===== src/rtl/pll_freq_sequencer.sv =====
// pll_freq_sequencer: Avalon-MM master that turns one (n, m, c0) divider
// request into the 12 PLL counter parameter writes plus the trigger write.
// Optional readback verification is compiled in with PLL_SEQ_READBACK_EN.
module pll_freq_sequencer #(
  parameter int TIMEOUT_CYCLES = 65535,
  parameter int DIV_W          = 9
) (
  input  logic             cso_reconfigclk_clock,
  input  logic             reset_synchronizer,
  input  logic             req_valid,
  output logic             req_ready,
  input  logic [DIV_W-1:0] req_n,
  input  logic [DIV_W-1:0] req_m,
  input  logic [DIV_W-1:0] req_c0,
  output logic             seq_busy,
  output logic             seq_error,
  output logic [1:0]       seq_err_code,
  output logic [7:0]       avm_address,
  output logic [31:0]      avm_writedata,
  output logic             avm_write,
  output logic             avm_read,
  input  logic [31:0]      avm_readdata,
  input  logic             avm_waitrequest
);

  localparam int TW = (TIMEOUT_CYCLES < 2) ? 1 : $clog2(TIMEOUT_CYCLES + 1);

  typedef enum logic [2:0] {
    S_IDLE, S_CHECK, S_WRITE, S_TRIGGER, S_WAIT_RESET, S_FAIL
`ifdef PLL_SEQ_READBACK_EN
    , S_READ, S_CMP
`endif
  } state_t;

  state_t           state_q, state_d;
  logic [DIV_W-1:0] n_q, n_d, m_q, m_d, c0_q, c0_d;
  logic [3:0]       idx_q, idx_d;
  logic [TW-1:0]    timer_q, timer_d;
  logic             err_q, err_d;
  logic [1:0]       code_q, code_d;
`ifdef PLL_SEQ_READBACK_EN
  logic [DIV_W-1:0] rd_q, rd_d;
  logic             unused_readdata;
  assign unused_readdata = ^avm_readdata[31:DIV_W];
`else
  logic             unused_readdata;
  assign unused_readdata = ^avm_readdata;
`endif

  logic [DIV_W-1:0] cur_v, high_v, field;
  logic [2:0]       pcode;
  logic [7:0]       param_addr;

  // Pick the divider and counter word addressed by the current write index
  always_comb begin
    cur_v = c0_q;
    pcode = 3'd4;
    case (idx_q[3:2])
      2'd0: begin cur_v = n_q; pcode = 3'd0; end
      2'd1: begin cur_v = m_q; pcode = 3'd1; end
      default: ;
    endcase
    // high = ceil(v/2), same as (v+1)>>1 without needing a carry bit
    high_v = {1'b0, cur_v[DIV_W-1:1]} + {{(DIV_W-1){1'b0}}, cur_v[0]};
    case (idx_q[1:0])
      2'd0:    field = high_v;
      2'd1:    field = cur_v - high_v;
      2'd2:    field = {{(DIV_W-1){1'b0}}, (cur_v == DIV_W'(1))};
      default: field = {{(DIV_W-1){1'b0}}, cur_v[0]};
    endcase
    // type codes 0,1,4,5 are the index low bits spread to bits 2 and 0
    param_addr = {1'b0, pcode, 1'b0, idx_q[1], 1'b0, idx_q[0]};
  end

  // Bus outputs decode straight from state so a reset drops them at once
  always_comb begin
    req_ready     = (state_q == S_IDLE);
    seq_busy      = (state_q != S_IDLE);
    seq_error     = err_q;
    seq_err_code  = code_q;
    avm_write     = (state_q == S_WRITE) || (state_q == S_TRIGGER);
    avm_address   = 8'h00;
    avm_writedata = 32'h0;
`ifdef PLL_SEQ_READBACK_EN
    avm_read      = (state_q == S_READ);
    if (state_q == S_READ) avm_address = param_addr;
`else
    avm_read      = 1'b0;
`endif
    if (state_q == S_WRITE) begin
      avm_address   = param_addr;
      avm_writedata = {{(32-DIV_W){1'b0}}, field};
    end else if (state_q == S_TRIGGER) begin
      avm_address   = 8'h80;
    end
  end

  // Sequencer next-state logic
  always_comb begin
    state_d = state_q;
    n_d     = n_q;
    m_d     = m_q;
    c0_d    = c0_q;
    idx_d   = idx_q;
    timer_d = timer_q;
    err_d   = err_q;
    code_d  = code_q;
`ifdef PLL_SEQ_READBACK_EN
    rd_d    = rd_q;
`endif
    case (state_q)
      S_IDLE: begin
        if (req_valid) begin
          n_d     = req_n;
          m_d     = req_m;
          c0_d    = req_c0;
          err_d   = 1'b0;
          code_d  = 2'd0;
          state_d = S_CHECK;
        end
      end
      S_CHECK: begin
        if ((n_q == '0) || (m_q == '0) || (c0_q == '0)) begin
          err_d   = 1'b1;
          code_d  = 2'd1;
          state_d = S_FAIL;
        end else begin
          idx_d   = 4'd0;
          state_d = S_WRITE;
        end
      end
      S_WRITE: begin
        if (!avm_waitrequest) begin
          if (idx_q == 4'd11) begin
            idx_d   = 4'd0;
`ifdef PLL_SEQ_READBACK_EN
            state_d = S_READ;
`else
            state_d = S_TRIGGER;
`endif
          end else begin
            idx_d = idx_q + 4'd1;
          end
        end
      end
`ifdef PLL_SEQ_READBACK_EN
      S_READ: begin
        if (!avm_waitrequest) begin
          rd_d    = avm_readdata[DIV_W-1:0];
          state_d = S_CMP;
        end
      end
      S_CMP: begin
        if (rd_q != field) begin
          err_d   = 1'b1;
          code_d  = 2'd3;
          state_d = S_FAIL;
        end else if (idx_q == 4'd11) begin
          state_d = S_TRIGGER;
        end else begin
          idx_d   = idx_q + 4'd1;
          state_d = S_READ;
        end
      end
`endif
      S_TRIGGER: begin
        if (!avm_waitrequest) begin
          timer_d = TW'(TIMEOUT_CYCLES);
          state_d = S_WAIT_RESET;
        end
      end
      S_WAIT_RESET: begin
        // The PLL reset normally ends this state; expiry means it never came
        if (timer_q <= TW'(1)) begin
          err_d   = 1'b1;
          code_d  = 2'd2;
          state_d = S_FAIL;
        end else begin
          timer_d = timer_q - TW'(1);
        end
      end
      S_FAIL: state_d = S_IDLE;
      default: state_d = S_IDLE;
    endcase
  end

  // State registers, cleared asynchronously by the PLL-driven reset
  always_ff @(posedge cso_reconfigclk_clock or posedge reset_synchronizer) begin
    if (reset_synchronizer) begin
      state_q <= S_IDLE;
      n_q     <= '0;
      m_q     <= '0;
      c0_q    <= '0;
      idx_q   <= '0;
      timer_q <= '0;
      err_q   <= 1'b0;
      code_q  <= 2'd0;
`ifdef PLL_SEQ_READBACK_EN
      rd_q    <= '0;
`endif
    end else begin
      state_q <= state_d;
      n_q     <= n_d;
      m_q     <= m_d;
      c0_q    <= c0_d;
      idx_q   <= idx_d;
      timer_q <= timer_d;
      err_q   <= err_d;
      code_q  <= code_d;
`ifdef PLL_SEQ_READBACK_EN
      rd_q    <= rd_d;
`endif
    end
  end

endmodule

===== config.mk =====
export PLATFORM = sky130hd
export DESIGN_NAME = pll_freq_sequencer
export DESIGN_NICKNAME = d
export VERILOG_FILES = /design/src/rtl/pll_freq_sequencer.sv
export SDC_FILE = /design/constraint.sdc
export NUM_CORES = 1
export LEC_CHECK = 0
export BUFFER_PORTS_ARGS = -buffer_cell sky130_fd_sc_hd__buf_2
export CORE_MARGIN = 1
export CORE_UTILIZATION = 25
export DETAILED_ROUTE_END_ITERATION = 12
export GPL_ROUTABILITY_DRIVEN = 1
export HOLD_SLACK_MARGIN = 0.12
export PLACE_DENSITY_LB_ADDON = 0.3
export RECOVER_POWER = 100
export REMOVE_ABC_BUFFERS = 1
export SLEW_MARGIN = 40
export SYNTH_ARGS = -nofsm -noshare
export SYNTH_HDL_FRONTEND = slang
export SYNTH_SLANG_ARGS = --single-unit

===== constraint.sdc =====
create_clock -name cso_reconfigclk_clock -period 4.55 [get_ports cso_reconfigclk_clock]
set_input_delay 0.455 -clock cso_reconfigclk_clock [delete_from_list [all_inputs] [get_ports cso_reconfigclk_clock]]
set_output_delay 0.455 -clock cso_reconfigclk_clock [all_outputs]
set_load 0.02 [all_outputs]

Word-level counts from Yosys, hierarchy flattened
Cells that the tools add are included.
{ "classes": {"shifts": 0, "magnitude_cmp": 1, "n_div": 0, "n_addsub": 4, "mul": 0, "n_eq_ne": 17, "reduce_logical": 18, "n_bitwise": 0, "mux": 28} }
{ "op_table": {"columns": ["op", "count"], "rows": [
  ["$mux W16", 2],
  ["$pmux W16 S2", 1],
  ["$logic_not A9 Y1", 3],
  ["$pmux W9 S3", 1],
  ["$mux W3", 6],
  ["$pmux W9 S2", 1],
  ["$le A16 B1 Y1 const B", 1],
  ["$mux W8", 2],
  ["$sub A16 B1 Y16 const B", 1],
  ["$pmux W3 S5", 1],
  ["$ne A2 B2 Y1 const B", 7],
  ["$mux W4", 3],
  ["$add A8 B1 Y9", 1],
  ["$eq A9 B1 Y1 const B", 1],
  ["$mux W9", 1],
  ["$sub A9 B9 Y9", 1],
  ["$pmux W4 S2", 1],
  ["$eq A3 B2 Y1 const B", 2],
  ["$mux W2", 3],
  ["$pmux W2 S3", 1],
  ["$pmux W3 S2", 1],
  ["$reduce_and A3 Y1", 2],
  ["$reduce_bool A3 Y1", 2],
  ["$reduce_and A5 Y1", 1],
  ["15 further kinds", 22]
]} }
{ "totals": {"n_memories": 0, "word_cells": 76, "mem_bits_ro": 0, "latch_bits": 0, "inputBits": 63, "ram_bits": 0, "output_inout_bits": 47, "ff_bits": 53} }

Logic depth before layout (Yosys ltp)
{ "logic_depth": {"word_depth": 6, "ltp_mapped": 18} }

Worst setup path before layout
Ideal clock, no wire load.
{ "synth_path": {"path_type": "register to output", "start": "reg idx_q[3]", "end": "out avm_writedata[5]", "path_buffers": 3, "required_time_ps": 4095, "setup_slack_ps": 208, "arrival_time_ps": 3887, "stages_incl_launch_ff": 18, "cell_sequence": "dfrtp_1 -> clkbuf_1 -> buf_2 -> buf_1 -> nor2_1 -> a21oi_1 -> inv_1 -> ha_1 -> ha_1 -> xnor2_1 -> ha_1 -> o21a_1 -> o31a_1 -> or2_2 -> or3_1 -> a21oi_1 -> o21bai_1 -> a22oi_1"} }
{ "synth_via": {"elab_chain_len": 6} }
{ "synth_rtl": {"columns": ["element", "line", "source"], "rows": [
  ["start, declared", "37", "logic [3:0] idx_q, idx_d;"],
  ["start signal, assigned", "206", "idx_q <= idx_d;"],
  ["$eq A2 B1 Y1 or $logic_not A2 Y1 (tied branches)", "58", "case (idx_q[3:2])"],
  ["$pmux W9 S2 (*)", "58", null],
  ["$add A8 B1 Y9", "64", "high_v = {1'b0, cur_v[DIV_W-1:1]} + {{(DIV_W-1){1'b0}}, cur_v[0]};"],
  ["$sub A9 B9 Y9", "67", "2'd1: field = cur_v - high_v;"],
  ["$pmux W9 S3 (*)", "65", "case (idx_q[1:0])"],
  ["$mux W9 (*)", "90", "if (state_q == S_WRITE) begin"],
  ["end, declared", "19", "output logic [31:0] avm_writedata,"]
]} }
Mark *: on every way between the ends. The rest lies on a longest branch, timed or not.

Worst setup path after layout
{ "layout_path": {"start": "reg idx_q[2]", "end": "out avm_writedata[5]"} }
The elaborated chain is that of the path after synthesis.

==> impl_metrics.ini <==
[critical_path]
origin_of_the_critical_flop_to_flop_path = timer_q[3]
timing.critical_path.from_type = flip-flop
path_delay_family = simple AND/OR/NAND/NOR gates
cpMaxStageDelayCell = dfrtp_2
cp_max_fo = 5
ff2ff_path_depth = 7
cp_buf_inv_count = 3
required_worst_endpoint_ps = 4090
crit_chain = mux2i_1, nor2_1, a21oi_2, inv_1, ha_1, ha_2, inv_1, ha_1, nor2b_1, o31a_1, or2_2, or3_1, a21oi_2, o21bai_1, a22oi_2, buf_4
beginning_of_the_critical_path = idx_q[2]
critPathArrivalTime_ps = 3800
crit_cells = 16
criticalPathCategory = reg -> out
critical_path.max_stage_delay_ps = 410
worst_setup_path_end_kind = primary output

[route]
drt-wirelength-per-cell_um = 13.7
final_antenna_net_count = 0
remaining_drc_errors = 0
detail_route.first_pass.iterations = 5
drtIter0Drc = 163
vias = 3000
route.final.wire_length_um = 8670
mean_number_of_vias_per_cell = 4.75

[placement]
placedInstanceArea_um2 = 4030
globalplace.congestion = 0.869
dp_worst_setup_slack_ps = 335
placement.io_buffers = 50
dpl.hpwl_um = 6580

[timing]
worst_slew_margin_rel_pct = -60.6
post-route-min-period_ps = 4250
setup-tns-final_ps = 0
setup_viol_count_final = 0
max_freq_ghz = 0.235
worstMarginPinSlew_ps = 2400
setup_ws_ps = 296
worst_case_hold_slack_ps = 399
fin_crit_sh_pct = 93.5
report.final.slew_viol_count = 83
hold_viol = 0
clock_skew_ps = 9.14

[clocking]
clock_sink_count = 53
cts.root.buffer_cell = clkbuf_16
ctsHtreeMaxLevel = 2
cts.path.max_buffers = 2
cts.clk_slew.worst_paths_ps = 60
numCtsBuffers = 5
tritoncts = built
worst_skew_pair.late_latency_ps = 290

[synthesis]
synth_seq_cells = 53
ys.flop_type = dfrtp_1
avgSynthCellArea_um2 = 9.15
netlist_area_um2 = 3670
synth.yosys.warnings = 0
synth.distinct_cells = 62
synthesis.instances = 401
post_synth_main_area_contributors = dfrtp_1, mux2_2, buf_4
postSynth.asyncResetShare_pct = 100
synth_sequential_area_ratio_pct = 36.1
synth-edff-count = 0
synth.top_cell.area_share_pct = 36.1
yosysTopAreaCell = dfrtp_1

[cells_and_area]
most-common-layout-cells = dfrtp_1, nor2_1, buf_2
area.growth.synth_to_final_pct = 13.4
filler_cell_count = 1508
multi_input_area_um2 = 2110
final_nets = 529
insertedDiodeCount = 0
layout-drive-gt1-share_pct = 21.5
fin_area_um2 = 4160
seq_area_um2 = 1330
most_common_cell_after_layout_fill_and_taps_aside = dfrtp_1

[global_route]
global_route.usage.total_pct = 12.2
pin_count_of_the_biggest_net_entering_global_routing = 54
grt_pass1_wl_um = 14600
grt_pass1_vias = 2852
initial_antenna_violation_count = 0
globalRoute.totalOverflow = 0

[flow_run]
drv.max_cap_violation_count = 2

[floorplan]
initial_utilization_pct = 26.0
die_height_um = 123
die_area_um2 = 15200
placementRows = 43
dieWidth_um = 123
floorplan.core_area_um2 = 14100
num_io_pins = 110

[power_and_ir_drop]
power_density_nw_per_um2 = 763
power.leakage_nw = 1.71
ir_drop_mv = 0.307

[worst_hold_path]
min_path_type = in -> reg
holdCritStartpoint = req_c0[2]
hold-path-cell-count = 2

[outcome]
failed_checks = capacitance limit, slew limit
run_status = finished with violations
-- routing by layer --
metal,global-route usage (%),vias to the layer above,wire (um)
li1,-,1472,-
met1,16.2,1452,3990
met2,20.4,69,4240
met3,2.21,7,338
met4,3.16,0,91
met5,0,-,0
-- through the flow --
stage               power, mW  instances  utilization (%)
finish                   3.17        631             29.5
global route             3.49        631             29.5
CTS                      3.16        630             29.6
detailed placement       2.77        623             28.6
global placement         2.72        623             28.6
floorplan                2.26        386                -
-- cell type report --
cell class / instances / share of cell area (%)
Multi-Input combinational cell: 315 / 50.6
Inverter: 18 / 1.65
Timing Repair Buffer: 58 / 7.00
Sequential cell: 53 / 31.9
Tap cell: 180 / 5.41
Clock buffer: 7 / 3.43
-- worst paths after layout --
kind                                    endpoint  slack, ps
max in group asynchronous               idx_q[2]       2530
worst min register to register         seq_error        520
min in group asynchronous                 n_q[3]        820
worst max register to register        timer_q[5]       1290
worst min-delay path                     c0_q[2]        400
worst max-delay path            avm_writedata[5]        300
-- logic make-up after synthesis --
family                     after synthesis  synth area share (%)
and+or+nand+nor                        136                  19.0
DFF                                     53                  36.1
AOI/OAI and AO/OA                       81                  14.9
other                                    1                 0.102
buffers and inverters                   59                  9.17
xor gates and xnor gates                18                  4.29
adders and majority gates               15                  5.11
muxes                                   38                  11.3
-- worst reg2reg max path, cell delays in order (launching register included) --
cell	delay [ps]
dfrtp_1	420
or4_1	600
or4_1	520
o31a_1	420
o21ai_0	720
or3_2	250
xor2_1	150
nand2_1	70
-- power breakdown --
group          switching (mW)  leakage (nW)  internal (mW)
logic                    1.08          1.03          0.800
registers               0.221         0.604          0.695
clock network           0.159        0.0700          0.216
-- cells in the mapped netlist, drive strengths merged (3+ instances only) --
cell,number
o21a,8
mux2,29
or2,3
xnor2,10
a21oi,17
nand2,28
a22oi,3
ha,15
nand4,6
nand2b,4
and2,4
buf,34
dfrtp,53
nor3,19
nand3,8
nor4,5
nor2,33
inv,18
clkbuf,7
and3,3
a211oi,3
a21o,3
or4,6
mux2i,9
o21ai,24
xor2,8
or3,10
-- flip-flops by register name, summed over array words and instances (netlist names) --
register / flops
timer_q: 16
n_q: 9
idx_q: 4
seq_err_code: 2
m_q: 9
c0_q: 9
seq_error: 1
state_q: 3
-- repair_timing --
| item | 4_1_cts | 5_1_grt |
|---|---|---|
| resized for setup | 0 | 9 |
| setup buffers | 0 | 1 |
| endpoints found under the setup margin | 0 | 4 |
| hold buffers | 0 | 0 |
No activity file was read; power rests on OpenSTA's default activity.
